--- src/rtl/i_ram_loader.sv ---
// i_ram_loader: boot-time instruction RAM writer.
// Receives a framed byte stream (sync, LEN_LO, LEN_HI, LEN x {lo, hi}, CHK)
// from the UART receiver and writes 16-bit words into the instruction RAM.
// The CPU is held in reset until the image's checksum matches.
// Optional feature: define LOADER_TIMEOUT_EN to abort a stalled frame after
// timeout_cycles idle clocks (otherwise a stalled frame waits indefinitely).
module i_ram_loader #(
    parameter int unsigned addr_width     = 12,
    parameter logic [7:0]  sync_byte      = 8'h55,
    parameter int unsigned timeout_cycles = 1000000
) (
    input  logic                  clk,
    input  logic                  rst,
    input  logic [7:0]            rx_data,
    input  logic                  rx_valid,
    output logic [addr_width-1:0] w_addr,
    output logic [15:0]           din,
    output logic                  w_en,
    output logic                  cpu_rst,
    output logic                  done,
    output logic                  error,
    output logic [addr_width:0]   words_loaded
);

    localparam int unsigned CNT_W    = addr_width + 1;
    localparam int unsigned LEN_W    = 16;
    localparam int unsigned CAPACITY = 1 << addr_width;

    typedef enum logic [2:0] {
        IDLE    = 3'd0,
        LEN_LO  = 3'd1,
        LEN_HI  = 3'd2,
        DATA_LO = 3'd3,
        DATA_HI = 3'd4,
        CHECK   = 3'd5,
        DONE    = 3'd6,
        ERROR   = 3'd7
    } state_t;

    state_t                  state_q, state_d;
    logic [7:0]              len_lo_q, len_lo_d;
    logic [CNT_W-1:0]        len_q, len_d;
    logic [7:0]              lo_q, lo_d;
    logic [7:0]              sum_q, sum_d;
    logic [CNT_W-1:0]        words_q, words_d;
    logic [addr_width-1:0]   w_addr_q, w_addr_d;
    logic [15:0]             din_q, din_d;
    logic                    w_en_q, w_en_d;
    logic                    cpu_rst_q, cpu_rst_d;
    logic                    done_q, done_d;
    logic                    error_q, error_d;

    logic [LEN_W-1:0]        len_full_c;
    logic [CNT_W-1:0]        words_inc_c;

    assign len_full_c  = {rx_data, len_lo_q};
    assign words_inc_c = words_q + CNT_W'(1);

`ifdef LOADER_TIMEOUT_EN
    localparam int unsigned TMO_W = (timeout_cycles > 1) ? $clog2(timeout_cycles) : 1;

    logic [TMO_W-1:0] tmo_q, tmo_d;

    // Inter-byte idle counter register.
    always_ff @(posedge clk) begin
        if (rst) begin
            tmo_q <= '0;
        end else begin
            tmo_q <= tmo_d;
        end
    end
`endif

    // State and output registers.
    always_ff @(posedge clk) begin
        if (rst) begin
            state_q   <= IDLE;
            len_lo_q  <= '0;
            len_q     <= '0;
            lo_q      <= '0;
            sum_q     <= '0;
            words_q   <= '0;
            w_addr_q  <= '0;
            din_q     <= '0;
            w_en_q    <= 1'b0;
            cpu_rst_q <= 1'b1;
            done_q    <= 1'b0;
            error_q   <= 1'b0;
        end else begin
            state_q   <= state_d;
            len_lo_q  <= len_lo_d;
            len_q     <= len_d;
            lo_q      <= lo_d;
            sum_q     <= sum_d;
            words_q   <= words_d;
            w_addr_q  <= w_addr_d;
            din_q     <= din_d;
            w_en_q    <= w_en_d;
            cpu_rst_q <= cpu_rst_d;
            done_q    <= done_d;
            error_q   <= error_d;
        end
    end

    // Frame parser: next state, word assembly, checksum and write strobe.
    always_comb begin
        state_d   = state_q;
        len_lo_d  = len_lo_q;
        len_d     = len_q;
        lo_d      = lo_q;
        sum_d     = sum_q;
        words_d   = words_q;
        w_addr_d  = w_addr_q;
        din_d     = din_q;
        w_en_d    = 1'b0;
        cpu_rst_d = 1'b1;
        done_d    = 1'b0;
        error_d   = 1'b0;

        if (rx_valid) begin
            case (state_q)
                IDLE, ERROR: begin
                    if (rx_data == sync_byte) begin
                        state_d = LEN_LO;
                        sum_d   = '0;
                        words_d = '0;
                    end
                end
                LEN_LO: begin
                    len_lo_d = rx_data;
                    state_d  = LEN_HI;
                end
                LEN_HI: begin
                    if ({1'b0, len_full_c} > 17'(CAPACITY)) begin
                        state_d = ERROR;
                    end else if (len_full_c == '0) begin
                        state_d = CHECK;
                    end else begin
                        len_d   = CNT_W'(len_full_c);
                        state_d = DATA_LO;
                    end
                end
                DATA_LO: begin
                    lo_d    = rx_data;
                    sum_d   = sum_q + rx_data;
                    state_d = DATA_HI;
                end
                DATA_HI: begin
                    sum_d    = sum_q + rx_data;
                    w_en_d   = 1'b1;
                    w_addr_d = words_q[addr_width-1:0];
                    din_d    = {rx_data, lo_q};
                    words_d  = words_inc_c;
                    state_d  = (words_inc_c == len_q) ? CHECK : DATA_LO;
                end
                CHECK: begin
                    state_d = (rx_data == sum_q) ? DONE : ERROR;
                end
                DONE: begin
                    state_d = DONE;
                end
                default: begin
                    state_d = IDLE;
                end
            endcase
        end

`ifdef LOADER_TIMEOUT_EN
        // Only in-frame states age; any received byte restarts the count.
        tmo_d = '0;
        if (!rx_valid && (state_q == LEN_LO || state_q == LEN_HI ||
                          state_q == DATA_LO || state_q == DATA_HI ||
                          state_q == CHECK)) begin
            if (tmo_q == TMO_W'(timeout_cycles - 1)) begin
                state_d = ERROR;
            end else begin
                tmo_d = tmo_q + TMO_W'(1);
            end
        end
`endif

        done_d    = (state_d == DONE);
        error_d   = (state_d == ERROR);
        cpu_rst_d = (state_d != DONE);
    end

    assign w_addr       = w_addr_q;
    assign din          = din_q;
    assign w_en         = w_en_q;
    assign cpu_rst      = cpu_rst_q;
    assign done         = done_q;
    assign error        = error_q;
    assign words_loaded = words_q;

endmodule

--- config.mk ---
export PLATFORM = sky130hd
export DESIGN_NAME = i_ram_loader
export DESIGN_NICKNAME = d
export VERILOG_FILES = /design/src/rtl/i_ram_loader.sv
export SDC_FILE = /design/constraint.sdc
export NUM_CORES = 1
export LEC_CHECK = 0
export ABC_AREA = 1
export CORE_MARGIN = 4
export CORE_UTILIZATION = 54
export DETAILED_ROUTE_END_ITERATION = 7
export PLACE_DENSITY = 0.79
export SLEW_MARGIN = 0
export SYNTH_ARGS = -nofsm -noshare
export SYNTH_HDL_FRONTEND = slang
export SYNTH_SLANG_ARGS = --single-unit
--- constraint.sdc ---
create_clock -name clk -period 2.4 [get_ports clk]
set_input_delay 0.48 -clock clk [delete_from_list [all_inputs] [get_ports clk]]
set_output_delay 0.48 -clock clk [all_outputs]
set_load 0.005 [all_outputs]
==> flow_summary.json <==
{
  "synth-seq-cells": 85,
  "met2_usage": 0.365,
  "grt_overflow": 0,
  "antenna_left": 0,
  "grt_pass1_wl_um": 16600,
  "worst-path-max-fanout": 2,
  "numCtsBuffers": 9,
  "htreeDepth": 3,
  "avgSynthCellArea_um2": 6.98,
  "cts_tree": "yes",
  "slew_violations": 0,
  "path_cells": "clkdlybuf4s50_1, ha_1, inv_1, fa_1, nor2_1, o21ai_0, nand2_1, nand2_1, nand2_1, a21oi_1, or2_2, nand3_1, a21oi_1",
  "fin_util": 0.710,
  "ctsHoldBuffers": 0,
  "fmax_ghz": 0.452,
  "period_share": 0.922,
  "seq_power_share": 0.517,
  "grt_usage": 0.236,
  "fin_area_um2": 4930,
  "fin_total_pwr_mw": 2.89,
  "tightest_slew_ns": 0.479,
  "hold_class": "flop to flop",
  "fillers": 570,
  "clock_sinks": 85,
  "crit_arrival_ns": 2.47,
  "switching_share": 0.263,
  "layout_commonest_cell": "nand2_1",
  "num_io_pins": 56,
  "dp_cells": 719,
  "die_h_um": 93.4,
  "p_switching_mw": 0.759,
  "p_int_mw": 2.13,
  "drive_gt1_frac": 0.0862,
  "portBuffers": 55,
  "critPathRequiredTime_ns": 2.65,
  "status": "completed",
  "drcViolationCount": 0,
  "post-dp-hpwl_um": 6930,
  "vias_per_cell": 5.28,
  "stdcell_count": 734,
  "register_area_um2": 1700,
  "yosys_warnings": 0,
  "initial_core_util": 0.568,
  "grt_pass1_vias": 3615,
  "root_buffer": "clkbuf_8",
  "via_count": 3878,
  "use_met3": 0.0418,
  "diodes": 0,
  "clk-insertion-delay-late_ns": 0.36,
  "grt_busiest_layer": "met2",
  "syn_inst": 565,
  "grtUsageMet1": 0.322,
  "crit_top_cell": "nand2_1",
  "cts.reportedPaths.clkPinSlew_ns": 0.09,
  "firstDrtPassIters": 7,
  "rows": 30,
  "cts_buffer_depth": 2,
  "fin_tns_setup_ns": 0,
  "wl_per_cell_um": 13.4,
  "antenna_found_initial": 0,
  "p_per_area_nw_per_um2": 586,
  "core-area_um2": 6940,
  "slowest_delay_ns": 0.48,
  "crit_slowest_cell": "clkdlybuf4s50_1",
  "drt_iter0_markers": 261,
  "grt_max_degree": 60,
  "syn_area_um2": 3940,
  "pwr-share-clk": 0.359,
  "end_kind": "flop",
  "multi_input_area_um2": 1960,
  "totalWireLength_um": 9850,
  "irDropWorstVdd_uv": 317,
  "slew_headroom": 0.677,
  "synth_nets": 585,
  "p_comb_frac": 0.124,
  "finClkSkew_ns": 0.00715,
  "start_kind": "input pin",
  "nets": 654,
  "cts_setup_buffers": 0,
  "die_w_um": 93.4,
  "criticalPathCategory": "input pin to flop",
  "ctsResizeCount": 0,
  "synth_seq_area_share": 0.432,
  "final_cell_mix": "nand2_1 (109), dfxtp_1 (85), nor2_1 (83)",
  "dieArea_um2": 8730,
  "syn_to_final_growth_pct": 25.1,
  "routabilityCongestion": 0.911,
  "dpl_cell_area_um2": 4730,
  "ys_types": 32,
  "drv_cap": 0,
  "hold_viol": 0,
  "finalSetupViolations": 0,
  "p_leak_nw": 2.04,
  "period_needed_ns": 2.21,
  "rsz0062_at_grt": "false"
}
==> power groups by stage <==
stage          Combinational, mW  Clock [mW]  Sequential [mW]
3_5_place_dp               0.356           0             1.52
3_3_place_gp               0.349           0             1.52
6_report                   0.360        1.04             1.49
4_1_cts                    0.359        1.04             1.49
2_1_floorplan              0.189           0             1.52
5_1_grt                    0.403        1.10             1.50
==> through the flow <==
| step | setup WS, ns | hold slack [ns] |
|---|---|---|
| 4_1_cts | 0.205 | 0.464 |
| 6_report | 0.187 | 0.464 |
| 2_1_floorplan | 0.439 | 0.436 |
| 5_1_grt | 0.0293 | 0.491 |
| 3_3_place_gp | -0.113 | 0.449 |
| 3_5_place_dp | -0.174 | 0.450 |
==> sequential cells by signal, summed over array words and instances (netlist names) <==
| signal | cells |
|---|---|
| state_q | 3 |
| done | 1 |
| len_lo_q | 8 |
| w_en | 1 |
| w_addr | 12 |
| din | 16 |
| words_loaded | 13 |
| cpu_rst | 1 |
| error | 1 |
| len_q | 13 |
| lo_q | 8 |
| sum_q | 8 |
==> worst paths after layout <==
path | start | to | slack (ns) | depth (start not counted)
max | rx_data[0] | sum_q[6] | 0.19 | 13
max reg2reg | words_loaded[1] | cpu_rst | 0.37 | 14
min | len_q[0] | len_q[0] | 0.46 | 2
min reg2reg | len_q[0] | len_q[0] | 0.46 | 2
==> layout make-up <==
| type | instances | share of cell area |
|---|---|---|
| Clock buffer | 10 | 0.0279 |
| Clock inverter | 5 | 0.0122 |
| Inverter | 53 | 0.0403 |
| Multi-Input combinational cell | 407 | 0.398 |
| Sequential cell | 85 | 0.345 |
| Tap cell | 96 | 0.0244 |
| Timing Repair Buffer | 78 | 0.152 |
==> cell usage after synthesis <==
library cell,n,area (µm²)
o31ai_1,1,7.51
inv_1,51,191
nor2_1,84,315
ha_1,8,100
nand3_1,39,195
nand4_1,7,43.8
o311ai_0,1,8.76
nand3_2,2,20.0
nand2_2,4,25.0
o32ai_1,1,8.76
inv_2,2,7.51
o21ai_1,1,5.00
a32o_1,1,10.0
clkbuf_1,16,60.1
fa_1,1,20.0
o21bai_1,2,15.0
nand2_1,109,409
xnor2_1,1,8.76
dfxtp_1,85,1700
o2111ai_1,1,8.76
o21a_1,1,7.51
nor2_2,3,18.8
or2_2,3,18.8
o21ai_0,62,310
nor4_1,2,12.5
xor2_1,2,17.5
buf_2,4,20.0
nand3b_1,2,15.0
a21oi_1,62,310
nor2_4,2,22.5
nor3_1,4,20.0
a21boi_0,1,7.51
==> worst max-delay path: cells and delay by family <==
kind,cells,cell delay (ns)
simple gates,6,0.68
fa+ha+maj,2,0.55
compound gates,3,0.22
buf+inv,2,0.54
==> metal layers <==
metal / up-vias / wire length [µm]
li1: 1996 / -
met1: 1724 / 4730
met2: 139 / 4420
met3: 19 / 533
met4: 0 / 172
met5: - / 0
==> cells by family (layout without fill, tap and decap cells) <==
logic type,count (synthesis),in the layout,synth area share
AOI/OAI and AO/OA,134,134,0.177
xor gates and xnor gates,3,3,0.00667
adders and majority gates,9,9,0.0305
buffers and inverters,73,146,0.0708
DFF,85,85,0.432
and+or+nand+nor,261,261,0.283
Power figures use the tool's default switching activity.
